**config.mk**
```make
export PLATFORM = sky130hd
export DESIGN_NAME = seq_shift_add_mult
export DESIGN_NICKNAME = d
export VERILOG_FILES = /design/src/rtl/mult_pkg.sv /design/src/rtl/shift_add_step.sv /design/src/rtl/seq_shift_add_mult.sv
export SDC_FILE = /design/constraint.sdc
export NUM_CORES = 1
export LEC_CHECK = 0
export BUFFER_PORTS_ARGS = -buffer_cell sky130_fd_sc_hd__buf_4
export CAP_MARGIN = 40
export CORE_MARGIN = 5
export CORE_UTILIZATION = 55
export CTS_CLUSTER_SIZE = 24
export DETAILED_ROUTE_END_ITERATION = 16
export HOLD_SLACK_MARGIN = 0.03
export PLACE_DENSITY = 0.83
export RECOVER_POWER = 50
export SLEW_MARGIN = 15
export SYNTH_ARGS = -nofsm -noshare
export SYNTH_HDL_FRONTEND = slang
export SYNTH_HIERARCHICAL = 1
export SYNTH_SLANG_ARGS = --single-unit
```
**constraint.sdc**
```tcl
create_clock -name i_clk -period 5.45 [get_ports i_clk]
set_input_delay 0.2725 -clock i_clk [delete_from_list [all_inputs] [get_ports i_clk]]
set_output_delay 0.2725 -clock i_clk [all_outputs]
set_load 0.05 [all_outputs]
```
**src/rtl/mult_pkg.sv**
```systemverilog
// ---------------------------------------------------------------------------
// mult_pkg
// Shared definitions for the sequential shift-and-add multiplier.
//   state_t       : FSM encoding (IDLE / RUN / FIX), 2 bits
//   DEFAULT_WIDTH : default operand width
//   cntWidth()    : bits needed for an iteration counter that reaches w
// ---------------------------------------------------------------------------
package mult_pkg;

    localparam int DEFAULT_WIDTH = 32;

    typedef enum logic [1:0] {
        IDLE = 2'd0,
        RUN  = 2'd1,
        FIX  = 2'd2
    } state_t;

    // The counter must be able to hold the value w itself, hence w+1.
    function automatic int cntWidth(input int w);
        return $clog2(w + 1);
    endfunction

endpackage

```
**src/rtl/shift_add_step.sv**
```systemverilog
// ---------------------------------------------------------------------------
// shift_add_step
// One combinational shift-and-add iteration: conditionally adds the
// multiplicand into the upper half of the accumulator.
//   i_accHi   : current accumulator upper half
//   i_mcand   : multiplicand magnitude
//   i_mplrLsb : current multiplier LSB (selects add or pass-through)
//   o_accHi   : low WIDTH bits of the sum
//   o_carry   : carry out of the WIDTH+1 bit adder
// ---------------------------------------------------------------------------
module shift_add_step
    import mult_pkg::*;
#(
    parameter int WIDTH = DEFAULT_WIDTH
) (
    input  logic [WIDTH-1:0] i_accHi,
    input  logic [WIDTH-1:0] i_mcand,
    input  logic             i_mplrLsb,
    output logic [WIDTH-1:0] o_accHi,
    output logic             o_carry
);

    logic [WIDTH-1:0] w_addend;

    // The adder is one bit wider than the operands so the carry is kept
    // and can be shifted back into the accumulator MSB by the caller.
    always_comb begin
        w_addend = i_mplrLsb ? i_mcand : '0;
        {o_carry, o_accHi} = {1'b0, i_accHi} + {1'b0, w_addend};
    end

endmodule

```
**src/rtl/seq_shift_add_mult.sv**
```systemverilog
// ---------------------------------------------------------------------------
// seq_shift_add_mult
// Multi-cycle signed/unsigned shift-and-add multiplier, one multiplier bit
// per clock, with a start/busy/done handshake.
//   i_clk       : rising-edge clock
//   i_rst       : asynchronous active-high reset
//   i_start     : request, only honoured in IDLE
//   i_is_signed : 1 = two's-complement operands, sampled with i_start
//   i_a, i_b    : multiplicand / multiplier, sampled with i_start
//   o_busy      : high while iterating
//   o_done      : one-cycle pulse when o_result becomes valid
//   o_result    : 2*WIDTH-bit product, held until the next o_done
// ---------------------------------------------------------------------------
module seq_shift_add_mult
    import mult_pkg::*;
#(
    parameter int WIDTH = DEFAULT_WIDTH
) (
    input  logic                 i_clk,
    input  logic                 i_rst,
    input  logic                 i_start,
    input  logic                 i_is_signed,
    input  logic [WIDTH-1:0]     i_a,
    input  logic [WIDTH-1:0]     i_b,
    output logic                 o_busy,
    output logic                 o_done,
    output logic [2*WIDTH-1:0]   o_result
);

    localparam int CW = cntWidth(WIDTH);

    state_t             r_state;
    state_t             w_nextState;
    logic [WIDTH-1:0]   r_mcand;
    logic [WIDTH-1:0]   r_mplr;
    logic [WIDTH-1:0]   r_acc;
    logic               r_neg;
    logic [CW-1:0]      r_cnt;
    logic [2*WIDTH-1:0] r_result;

    logic [WIDTH-1:0]   w_sumLo;
    logic               w_carry;
    logic               w_runDone;
    logic [WIDTH-1:0]   w_absA;
    logic [WIDTH-1:0]   w_absB;
    logic [2*WIDTH-1:0] w_prod;

    shift_add_step #(
        .WIDTH     (WIDTH)
    ) u_step (
        .i_accHi   (r_acc),
        .i_mcand   (r_mcand),
        .i_mplrLsb (r_mplr[0]),
        .o_accHi   (w_sumLo),
        .o_carry   (w_carry)
    );

    // Operands are reduced to magnitudes so the core only ever does an
    // unsigned multiply. -2^(W-1) negates to itself, which read unsigned
    // is exactly its magnitude, so no extra bit is needed.
    assign w_absA    = (i_is_signed && i_a[WIDTH-1]) ? -i_a : i_a;
    assign w_absB    = (i_is_signed && i_b[WIDTH-1]) ? -i_b : i_b;
    assign w_prod    = {r_acc, r_mplr};
    assign w_runDone = (r_cnt == CW'(WIDTH));

    // State register.
    always_ff @(posedge i_clk or posedge i_rst) begin
        if (i_rst) begin
            r_state <= IDLE;
        end else begin
            r_state <= w_nextState;
        end
    end

    // Next-state logic; RUN spends WIDTH iterations plus one edge that
    // loads the signed-corrected result, so latency never depends on data.
    always_comb begin
        w_nextState = r_state;
        case (r_state)
            IDLE:    if (i_start)   w_nextState = RUN;
            RUN:     if (w_runDone) w_nextState = FIX;
            FIX:                    w_nextState = IDLE;
            default:                w_nextState = IDLE;
        endcase
    end

    // Handshake outputs are pure functions of the state.
    always_comb begin
        o_busy = (r_state == RUN);
        o_done = (r_state == FIX);
    end

    assign o_result = r_result;

    // Datapath. During RUN the multiplier register doubles as the low half
    // of the product: each iteration shifts {carry, acc, mplr} right by one,
    // so after WIDTH steps {acc, mplr} holds the full unsigned product.
    always_ff @(posedge i_clk or posedge i_rst) begin
        if (i_rst) begin
            r_mcand  <= '0;
            r_mplr   <= '0;
            r_acc    <= '0;
            r_neg    <= 1'b0;
            r_cnt    <= '0;
            r_result <= '0;
        end else begin
            case (r_state)
                IDLE: begin
                    if (i_start) begin
                        r_mcand <= w_absA;
                        r_mplr  <= w_absB;
                        r_neg   <= i_is_signed & (i_a[WIDTH-1] ^ i_b[WIDTH-1]);
                        r_acc   <= '0;
                        r_cnt   <= '0;
                    end
                end
                RUN: begin
                    if (!w_runDone) begin
                        r_acc  <= {w_carry, w_sumLo[WIDTH-1:1]};
                        r_mplr <= {w_sumLo[0], r_mplr[WIDTH-1:1]};
                        r_cnt  <= r_cnt + CW'(1);
                    end else begin
                        r_result <= r_neg ? -w_prod : w_prod;
                    end
                end
                default: begin
                end
            endcase
        end
    end

endmodule

```
==> results.sh, run 1 <==
export IMPL_status="finished with violations"
export IMPL_violations="capacitance limit, slew limit"
export IMPL_grt_max_degree=82
export IMPL_synth_top_area_share_pct=38.0
export IMPL_p_total_mw=8.25
export IMPL_pre_cts_ws_ps=1660
export IMPL_relSlewSlack_pct=-19.6
export IMPL_syn_avg_cell_area_um2=8.42
export IMPL_grt_pass1_wl_um=48000
export IMPL_numPortBuffers=133
export IMPL_slew_viol_final=72
export IMPL_synth_ff_type="dfrtp_1"
export IMPL_cts_buffer_depth=2
export IMPL_fillCellCount=1820
export IMPL_fmax_mhz=251
export IMPL_fp_row_count=52
export IMPL_cp_arrival_ps=4280
export IMPL_cp_max_fo=36
export IMPL_synth_enable_flop_cells=0
export IMPL_vias_per_cell=5.97
export IMPL_avgRoutedWirePerCell_um=17.2
export IMPL_cts_max_level=4
export IMPL_syn_num_nets=1428
export IMPL_synthToLayoutAreaGrowth_pct=13.7
export IMPL_route_vias_total=10100
export IMPL_syn_inst=1322
export IMPL_fp_dieH_um=152
export IMPL_p_leak_nw=5.41
export IMPL_die_area_um2=23200
export IMPL_ios=134
export IMPL_hold_violations=0
export IMPL_core_area_um2=20100
export IMPL_cpMaxStageDelayCell="nor4_1"
export IMPL_crit_required_ps=5750
export IMPL_cts_tree="built"
export IMPL_end_kind="register"
export IMPL_remaining_drc_errors=0
export IMPL_numCtsBuffers=17
export IMPL_synth_distinct_cells=73
export IMPL_fin_crit_ps=3980
export IMPL_peakVddDrop_mv=0.290
export IMPL_yosysWarnings=6
export IMPL_critical_path_max_stage_delay_ps=780
export IMPL_final_common_cell="nand2_1"
export IMPL_grt_pass1_vias=9529
export IMPL_drive_above_1_share_pct=9.74
export IMPL_postLayoutCoreUtil_pct=63.0
export IMPL_diodes=0
export IMPL_synth_cell_area_um2=11100
export IMPL_start_util_pct=55.4
export IMPL_period_share_pct=73.0
export IMPL_dp_hpwl_um=21700
export IMPL_drtPass1Iterations=5
export IMPL_cts_resized_gates=0
export IMPL_critPathKind="register to register"
export IMPL_multi_input_area_um2=6520
export IMPL_wirelength_um=29200
export IMPL_hold_class="input port to register"
export IMPL_die_w_um=152
export IMPL_first_iter_violations=723
export IMPL_setup_tns_ps=0
export IMPL_grtUsageTotal_pct=24.6
export IMPL_yosysTopAreaCell="dfrtp_1"
export IMPL_ant_nets=0
export IMPL_root_buffer="clkbuf_16"
export IMPL_layout_common_cells="203 x nand2_1, 169 x dfrtp_1, 162 x o21ai_0"
export IMPL_yosysSeqAreaShare_pct=38.0
export IMPL_crit_chain="inv_1, ha_1, or3b_2, nor4_1, nand4_1, o41ai_1, xor2_1, o21ai_0"
export IMPL_power_density_nw_per_um2=652
export IMPL_worst_pin_slew_ps=1780
export IMPL_gr_total_overflow=0
export IMPL_setup_violations=0
export IMPL_clkTransAtPathRegs_ps=70
export IMPL_synth_seq_cells=169
export IMPL_final_setup_skew_ps=9.29
export IMPL_clock_sinks=169
export IMPL_gp_congestion=0.946
export IMPL_rsz0062_at_grt="no"
export IMPL_post_cts_buffers=0
export IMPL_nets=1520
export IMPL_clock_latency_ps=430
export IMPL_async_flop_share_pct=100
export IMPL_maxCapViolCount=2
export IMPL_synth_top_cells_by_area="dfrtp_1 38%, o21ai_0 7.3%, nand2_1 6.9%"
export IMPL_antenna_found_initial=0
export IMPL_setup_slack_ps=1470
export IMPL_start_kind="register"
export IMPL_seqCellArea_um2=4230
timing repair:
action,in CTS,in global routing
endpoints found under the setup margin,0,0
endpoints found under the hold margin,37,0
hold buffers,1,0
registers in the layout (all words and copies together) (netlist names):
name,flops
r_acc,32
r_cnt,6
o_result,64
r_state,2
r_neg,1
r_mplr,32
r_mcand,32
worst paths after layout:
path,startpoint,endpoint,slack (ps),cells past startpoint
max in group asynchronous,i_rst,r_mcand[12]$_DFFE_PP0P_,1480,5
hold / removal,i_a[23],r_mcand[23]$_DFFE_PP0P_,140,3
hold reg to reg,r_mcand[25]$_DFFE_PP0P_,r_mcand[25]$_DFFE_PP0P_,470,2
setup / recovery,r_mplr[0]$_DFFE_PP0P_,o_result[62]$_DFFE_PP0P_,1470,8
min in group asynchronous,i_rst,o_result[6]$_DFFE_PP0P_,850,3
setup reg to reg,r_mplr[0]$_DFFE_PP0P_,o_result[62]$_DFFE_PP0P_,1470,8
cell usage after synthesis (all sizes together), types with 6 or more instances:
cell type	count
clkbuf	66
nand2	205
ha	37
or4	22
a31oi	16
o22ai	7
or3	16
nand4	10
nor2	100
a211oi	6
inv	24
nor4	13
and2	36
nor3	24
o21ai	171
xnor2	62
a21o	22
o31ai	29
xor2	86
dfrtp	169
o211ai	6
a21oi	81
nand3	17
o41ai	18
buf	6
worst max-delay path, delay by kind of cell, from the launching register on:
kind | cells | cell delay [ps]
buffers and inverters | 1 | 240
adder cells (fa/ha/maj) | 1 | 210
AND/OR/NAND/NOR | 3 | 1780
XOR/XNOR | 1 | 240
flip-flops | 1 | 720
AO/OA/AOI/OAI | 2 | 650
kinds of logic after synthesis:
family | after synthesis | synth area share, %
simple gates | 468 | 19.6
compound gates | 395 | 22.3
flops | 169 | 38.0
xor+xnor | 148 | 11.6
buf+inv | 98 | 3.50
fa+ha+maj | 38 | 4.34
mux | 6 | 0.551
per-layer routing:
layer	track usage, %	wire, um	up-vias
met4	6.46	484	0
li1	-	-	4875
met1	36.2	13600	4804
met5	0	0	-
met3	4.63	2270	46
met2	37.6	12800	408
where the power goes:
part           leakage, nW  switching, mW  internal [mW]  total (mW)
Combinational         3.03           2.91           1.56        4.47
Clock                0.279          0.532          0.667        1.20
Sequential            2.10          0.714           1.87        2.58
Total                 5.41           4.15           4.10        8.25
area by class of cell:
type / count / share of cell area (%)
multi-input cells: 1055 / 51.5
flip-flops and latches: 169 / 33.4
well taps: 270 / 2.67
repair buffers: 145 / 6.96
inverters: 26 / 0.781
clock inverters: 13 / 1.10
clock buffers: 19 / 3.58
metrics by stage:
| stage | instance area [um2] | instances | hold slack [ps] |
|---|---|---|---|
| CTS | 12900 | 1697 | 129 |
| detailed placement | 12300 | 1664 | 289 |
| global placement | 12200 | 1661 | 287 |
| global route | 12700 | 1697 | 128 |
| floorplan | 11100 | 1322 | 408 |
| finish | 12700 | 1697 | 139 |
Note: power is estimated with default switching activity, not from simulation.
==> inputs of run 2 (changes only) <==
- clock period: 5.45 -> 3.9 ns (I/O delays scaled with it)
==> results.sh, run 2 (synthesis results as in run 1) <==
export IMPL_crit_required_ps=4200
export IMPL_gp_congestion=0.932
export IMPL_clock_latency_ps=440
export IMPL_multi_input_area_um2=6520
export IMPL_grt_max_degree=112
export IMPL_hold_class="input port to register"
export IMPL_r2r_slack_ps=800
export IMPL_hold_ws_ps=45.5
export IMPL_critical_path_max_stage_delay_ps=690
export IMPL_hold_violations=0
export IMPL_die_area_um2=23200
export IMPL_start_util_pct=55.4
export IMPL_cts_buffer_depth=2
export IMPL_nets=1527
export IMPL_first_iter_violations=944
export IMPL_crit_chain="or4_4, or4_1, or3_1, o41ai_4, xor2_1, o21ai_1"
export IMPL_maxCapViolCount=1
export IMPL_avgRoutedWirePerCell_um=17.2
export IMPL_setup_tns_ps=0
export IMPL_final_common_cell="nand2_1"
export IMPL_post_cts_buffers=0
export IMPL_ant_nets=0
export IMPL_crit_family="simple AND/OR/NAND/NOR gates"
export IMPL_grt_pass1_vias=9224
export IMPL_pre_cts_ws_ps=847
export IMPL_vias_per_cell=5.92
export IMPL_die_w_um=152
export IMPL_fp_dieH_um=152
export IMPL_cp_arrival_ps=3400
export IMPL_synthToLayoutAreaGrowth_pct=14.7
export IMPL_clkTransAtPathRegs_ps=70
export IMPL_wl_met3_um=2860
export IMPL_critPathKind="register to register"
export IMPL_cts_tree="built"
export IMPL_numPortBuffers=133
export IMPL_remaining_drc_errors=0
export IMPL_grt_pass1_wl_um=48000
export IMPL_ios=134
export IMPL_fp_row_count=52
export IMPL_layout_common_cells="203 x nand2_1, 169 x dfrtp_1, 162 x o21ai_0"
export IMPL_rsz0062_at_grt="no"
export IMPL_relSlewSlack_pct=-34.8
export IMPL_wl_met2_um=12200
export IMPL_maxUsedRoutingLayer="met4"
export IMPL_wl_met1_um=13500
export IMPL_fmax_mhz=322
export IMPL_p_total_mw=11.7
export IMPL_slew_viol_final=40
export IMPL_setup_slack_ps=797
export IMPL_status="finished with violations"
export IMPL_numCtsBuffers=17
export IMPL_cpMaxStageDelayCell="or4_1"
export IMPL_seqCellArea_um2=4230
export IMPL_gr_total_overflow=0
export IMPL_route_vias_total=10100
export IMPL_grtUsageTotal_pct=24.7
export IMPL_root_buffer="clkbuf_16"
export IMPL_diodes=0
export IMPL_peakVddDrop_mv=0.434
export IMPL_setup_violations=0
export IMPL_worst_path_buf_inv=0
export IMPL_end_kind="register"
export IMPL_dp_hpwl_um=22000
export IMPL_violations="capacitance limit, slew limit"
export IMPL_cts_max_level=4
export IMPL_largest_register_ff_count=64
export IMPL_final_setup_skew_ps=10.6
export IMPL_fillCellCount=1710
export IMPL_power_density_nw_per_um2=919
export IMPL_antenna_found_initial=0
export IMPL_drtPass1Iterations=5
export IMPL_wirelength_um=29200
export IMPL_cp_max_fo=8
export IMPL_core_area_um2=20100
export IMPL_clock_sinks=169
export IMPL_start_kind="register"
export IMPL_fin_crit_ps=3100
export IMPL_worst_pin_slew_ps=2020
export IMPL_drive_above_1_share_pct=10.1
export IMPL_p_leak_nw=5.47
export IMPL_period_share_pct=79.6
run 2: cell count changes in the layout (fill, tap and decap cells not counted), sizes merged:
cell	delta
clkinv	-1
clkbuf	+1
bufinv	+2
clkinvlp	-2
buf	+6
inv	+1
run 2: path summary, 6_finish.rpt:
check                                           end               startpoint  cells after the start
setup / recovery           o_result[59]$_DFFE_PP0P_    r_mplr[4]$_DFFE_PP0P_                      6
hold / removal              r_mcand[21]$_DFFE_PP0P_                  i_a[21]                      3
setup reg to reg           o_result[59]$_DFFE_PP0P_    r_mplr[4]$_DFFE_PP0P_                      6
hold reg to reg             r_mcand[25]$_DFFE_PP0P_  r_mcand[25]$_DFFE_PP0P_                      2
max in group asynchronous     r_acc[30]$_DFFE_PP0P_                    i_rst                      4
min in group asynchronous   o_result[5]$_DFFE_PP0P_                    i_rst                      3
run 2: cell type report:
class                   count  share of cell area (%)
multi-input cells        1055                    51.1
flip-flops and latches    169                    33.1
repair buffers            152                    7.49
clock buffers              19                    3.47
well taps                 270                    2.65
clock inverters            13                    1.41
inverters                  26                   0.774
run 2: worst register-to-register path: stages (launching register included):
cell and delay (ps):
dfrtp_1 450, or4_4 610, or4_1 690, or3_1 550, o41ai_4 400, xor2_1 180, o21ai_1 80
run 2: metrics by stage:
step                      area [um2]  std cells  utilization [%]
after global placement         12300       1668             61.4
after floorplan                11100       1322                -
after global routing           12800       1704             63.5
final                          12800       1704             63.5
after CTS                      13000       1701             64.6
after detailed placement       12300       1668             61.4
run 2: power breakdown:
group	total, mW	switching [mW]	internal [mW]
logic	6.37	4.15	2.22
registers	3.57	0.958	2.61
clock network	1.79	0.752	1.04
total	11.7	5.86	5.88
run 2: layer usage:
layer | global-route usage (%) | vias to the layer above
li1 | - | 4911
met1 | 38.2 | 4622
met2 | 35.5 | 491
met3 | 4.37 | 57
met4 | 7.41 | 0
met5 | 0 | -
run 2: timing repair:
action / 4_1_cts / 5_1_grt
hold buffers: 1 / 0
resized for setup: 0 / 0
endpoints found under the hold margin: 22 / 0
endpoints found under the setup margin: 0 / 0
==> inputs of run 3 (changes only) <==
- CORE_UTILIZATION: 55 -> 54
- PLACE_DENSITY: 0.83 -> 0.85
- clock period: 3.9 -> 2.5 ns (I/O delays scaled with it)
==> results.sh, run 3 (synthesis results as in run 1) <==
export IMPL_status="finished with violations"
export IMPL_violations="setup timing"
export IMPL_rr_endpoint="r_acc[17]$_DFFE_PP0P_"
export IMPL_vias_per_cell=6.27
export IMPL_critPathKind="register to register"
export IMPL_fmax_mhz=333
export IMPL_grt_pass1_wl_um=59600
export IMPL_setup_slack_ps=-506
export IMPL_final_common_cell="buf_4"
export IMPL_cts_max_level=4
export IMPL_dp_cells=1800
export IMPL_ios=134
export IMPL_route_vias_total=11900
export IMPL_hold_end="r_mplr[21]$_DFFE_PP0P_"
export IMPL_crit_chain="buf_12, and2_1, ha_1, buf_4, a21o_1, a31oi_2, o31ai_4, a21o_1, a21oi_2, o21ai_1, xor2_1, nand2_1, o21ai_2"
export IMPL_multi_input_area_um2=7440
export IMPL_fillCellCount=1382
export IMPL_cts_buffer_depth=2
export IMPL_numCtsBuffers=17
export IMPL_final_setup_skew_ps=8.07
export IMPL_layout_common_cells="218 x buf_4, 198 x nand2_1, 167 x dfrtp_1"
export IMPL_slew_viol_final=0
export IMPL_antenna_found_initial=0
export IMPL_p_total_mw=22.6
export IMPL_ant_nets=0
export IMPL_drive_above_1_share_pct=24.9
export IMPL_setup_violations=70
export IMPL_drtPass1Iterations=8
export IMPL_start_kind="register"
export IMPL_cts_tree="built"
export IMPL_clockPowerShare_pct=12.6
export IMPL_p_comb_share_pct=64.1
export IMPL_gr_total_overflow=0
export IMPL_numPortBuffers=133
export IMPL_grtUsageTotal_pct=30.9
export IMPL_swShare_pct=50.4
export IMPL_die_area_um2=23600
export IMPL_min_path_cells=3
export IMPL_gp_congestion=0.962
export IMPL_nets=1717
export IMPL_crit_top_cell="a21o_1"
export IMPL_relSlewSlack_pct=10.4
export IMPL_seqCellArea_um2=4230
export IMPL_seqPwrFrac_pct=23.3
export IMPL_root_buffer="clkbuf_16"
export IMPL_worst_path_buf_inv=2
export IMPL_setup_tns_ps=-16160
export IMPL_avgRoutedWirePerCell_um=21.2
export IMPL_fp_dieH_um=154
export IMPL_grt_pass1_vias=11200
export IMPL_wirelength_um=40100
export IMPL_grt_max_degree=111
export IMPL_crit_family="compound AO/OA/AOI/OAI gates"
export IMPL_pre_cts_ws_ps=-332
export IMPL_first_iter_violations=1476
export IMPL_rr_startpoint="r_mplr[0]$_DFFE_PP0P_"
export IMPL_dp_hpwl_um=24700
export IMPL_peakVddDrop_mv=0.751
export IMPL_p_leak_nw=6.62
export IMPL_die_w_um=154
export IMPL_diodes=0
export IMPL_clock_sinks=169
export IMPL_maxCapViolCount=0
export IMPL_cp_max_fo=23
export IMPL_r2r_slack_ps=-510
export IMPL_hold_ws_ps=42.4
export IMPL_hold_class="input port to register"
export IMPL_power_density_nw_per_um2=1480
export IMPL_cpMaxStageDelayCell="dfrtp_2"
export IMPL_crit_required_ps=2850
export IMPL_dpl_cell_area_um2=13500
export IMPL_remaining_drc_errors=0
export IMPL_synthToLayoutAreaGrowth_pct=37.4
export IMPL_largest_register_ff_count=64
export IMPL_fp_row_count=52
export IMPL_clkTransAtPathRegs_ps=70
export IMPL_layoutNonFillerInstCount=1894
export IMPL_postLayoutCoreUtil_pct=75.4
export IMPL_core_area_um2=20300
export IMPL_p_sw_mw=11.4
export IMPL_min_delay_start="i_b[21]"
export IMPL_cp_arrival_ps=3360
export IMPL_worst_pin_slew_ps=1340
export IMPL_critical_path_max_stage_delay_ps=460
export IMPL_rsz0062_at_grt="yes"
export IMPL_hold_violations=0
export IMPL_design_area_um2=15300
export IMPL_clock_latency_ps=440
export IMPL_period_share_pct=120
export IMPL_end_kind="register"
export IMPL_start_util_pct=54.8
export IMPL_rr_worst_depth=13
export IMPL_cellInternalPower_mw=11.2
export IMPL_fin_crit_ps=3010
[run 3: worst min-delay path, cell delays in order]
cell,delay (ps)
buf_4,110
mux2i_1,60
o22ai_1,130
[run 3: worst max path at each step]
stage                     depth (start not counted)                       end              startpoint  slack, ps
final                                            13     r_acc[17]$_DFFE_PP0P_   r_mplr[0]$_DFFE_PP0P_       -510
after global routing                             13     r_acc[17]$_DFFE_PP0P_   r_mplr[0]$_DFFE_PP0P_       -600
after global placement                           13     r_acc[17]$_DFFE_PP0P_   r_mplr[0]$_DFFE_PP0P_       -240
after floorplan                                   7  o_result[39]$_DFFE_PP0P_  r_mplr[12]$_DFFE_PP0P_       -230
after CTS                                        13     r_acc[27]$_DFFE_PP0P_   r_mplr[0]$_DFFE_PP0P_       -300
after detailed placement                          9  o_result[54]$_DFFE_PP0P_   r_mplr[0]$_DFFE_PP0P_       -330
[run 3: power by group through the flow]
stage               clock network [mW]  registers, mW  logic, mW
floorplan                            0           6.62       6.45
global placement                     0           5.06       12.1
detailed placement                   0           5.16       12.6
CTS                               2.82           5.16       13.5
global route                      2.97           5.40       15.5
finish                            2.85           5.28       14.5
[run 3: routing by layer]
layer | track usage (%) | share of wire (%) | up-vias
met1 | 43.2 | 40 | 5650
met5 | 0 | 0 | -
met2 | 48.6 | 46 | 778
met4 | 9.25 | 4.0 | 0
met3 | 6.83 | 10 | 158
li1 | - | - | 5286
[run 3: timing repair]
action | CTS | global route
endpoints found under the setup margin | 62 | 85
endpoints found under the hold margin | 49 | 0
gates resized for setup | 107 | 87
hold buffers | 36 | 0
setup buffers | 14 | 11
pin swaps | 38 | 50
[run 3: area by class of cell]
cell class              count  area share (%)
repair buffers            342            16.8
clock buffers              17            2.78
flip-flops and latches    169            27.7
clock inverters            15            1.26
well taps                 270            2.21
inverters                  26           0.662
multi-input cells        1055            48.6
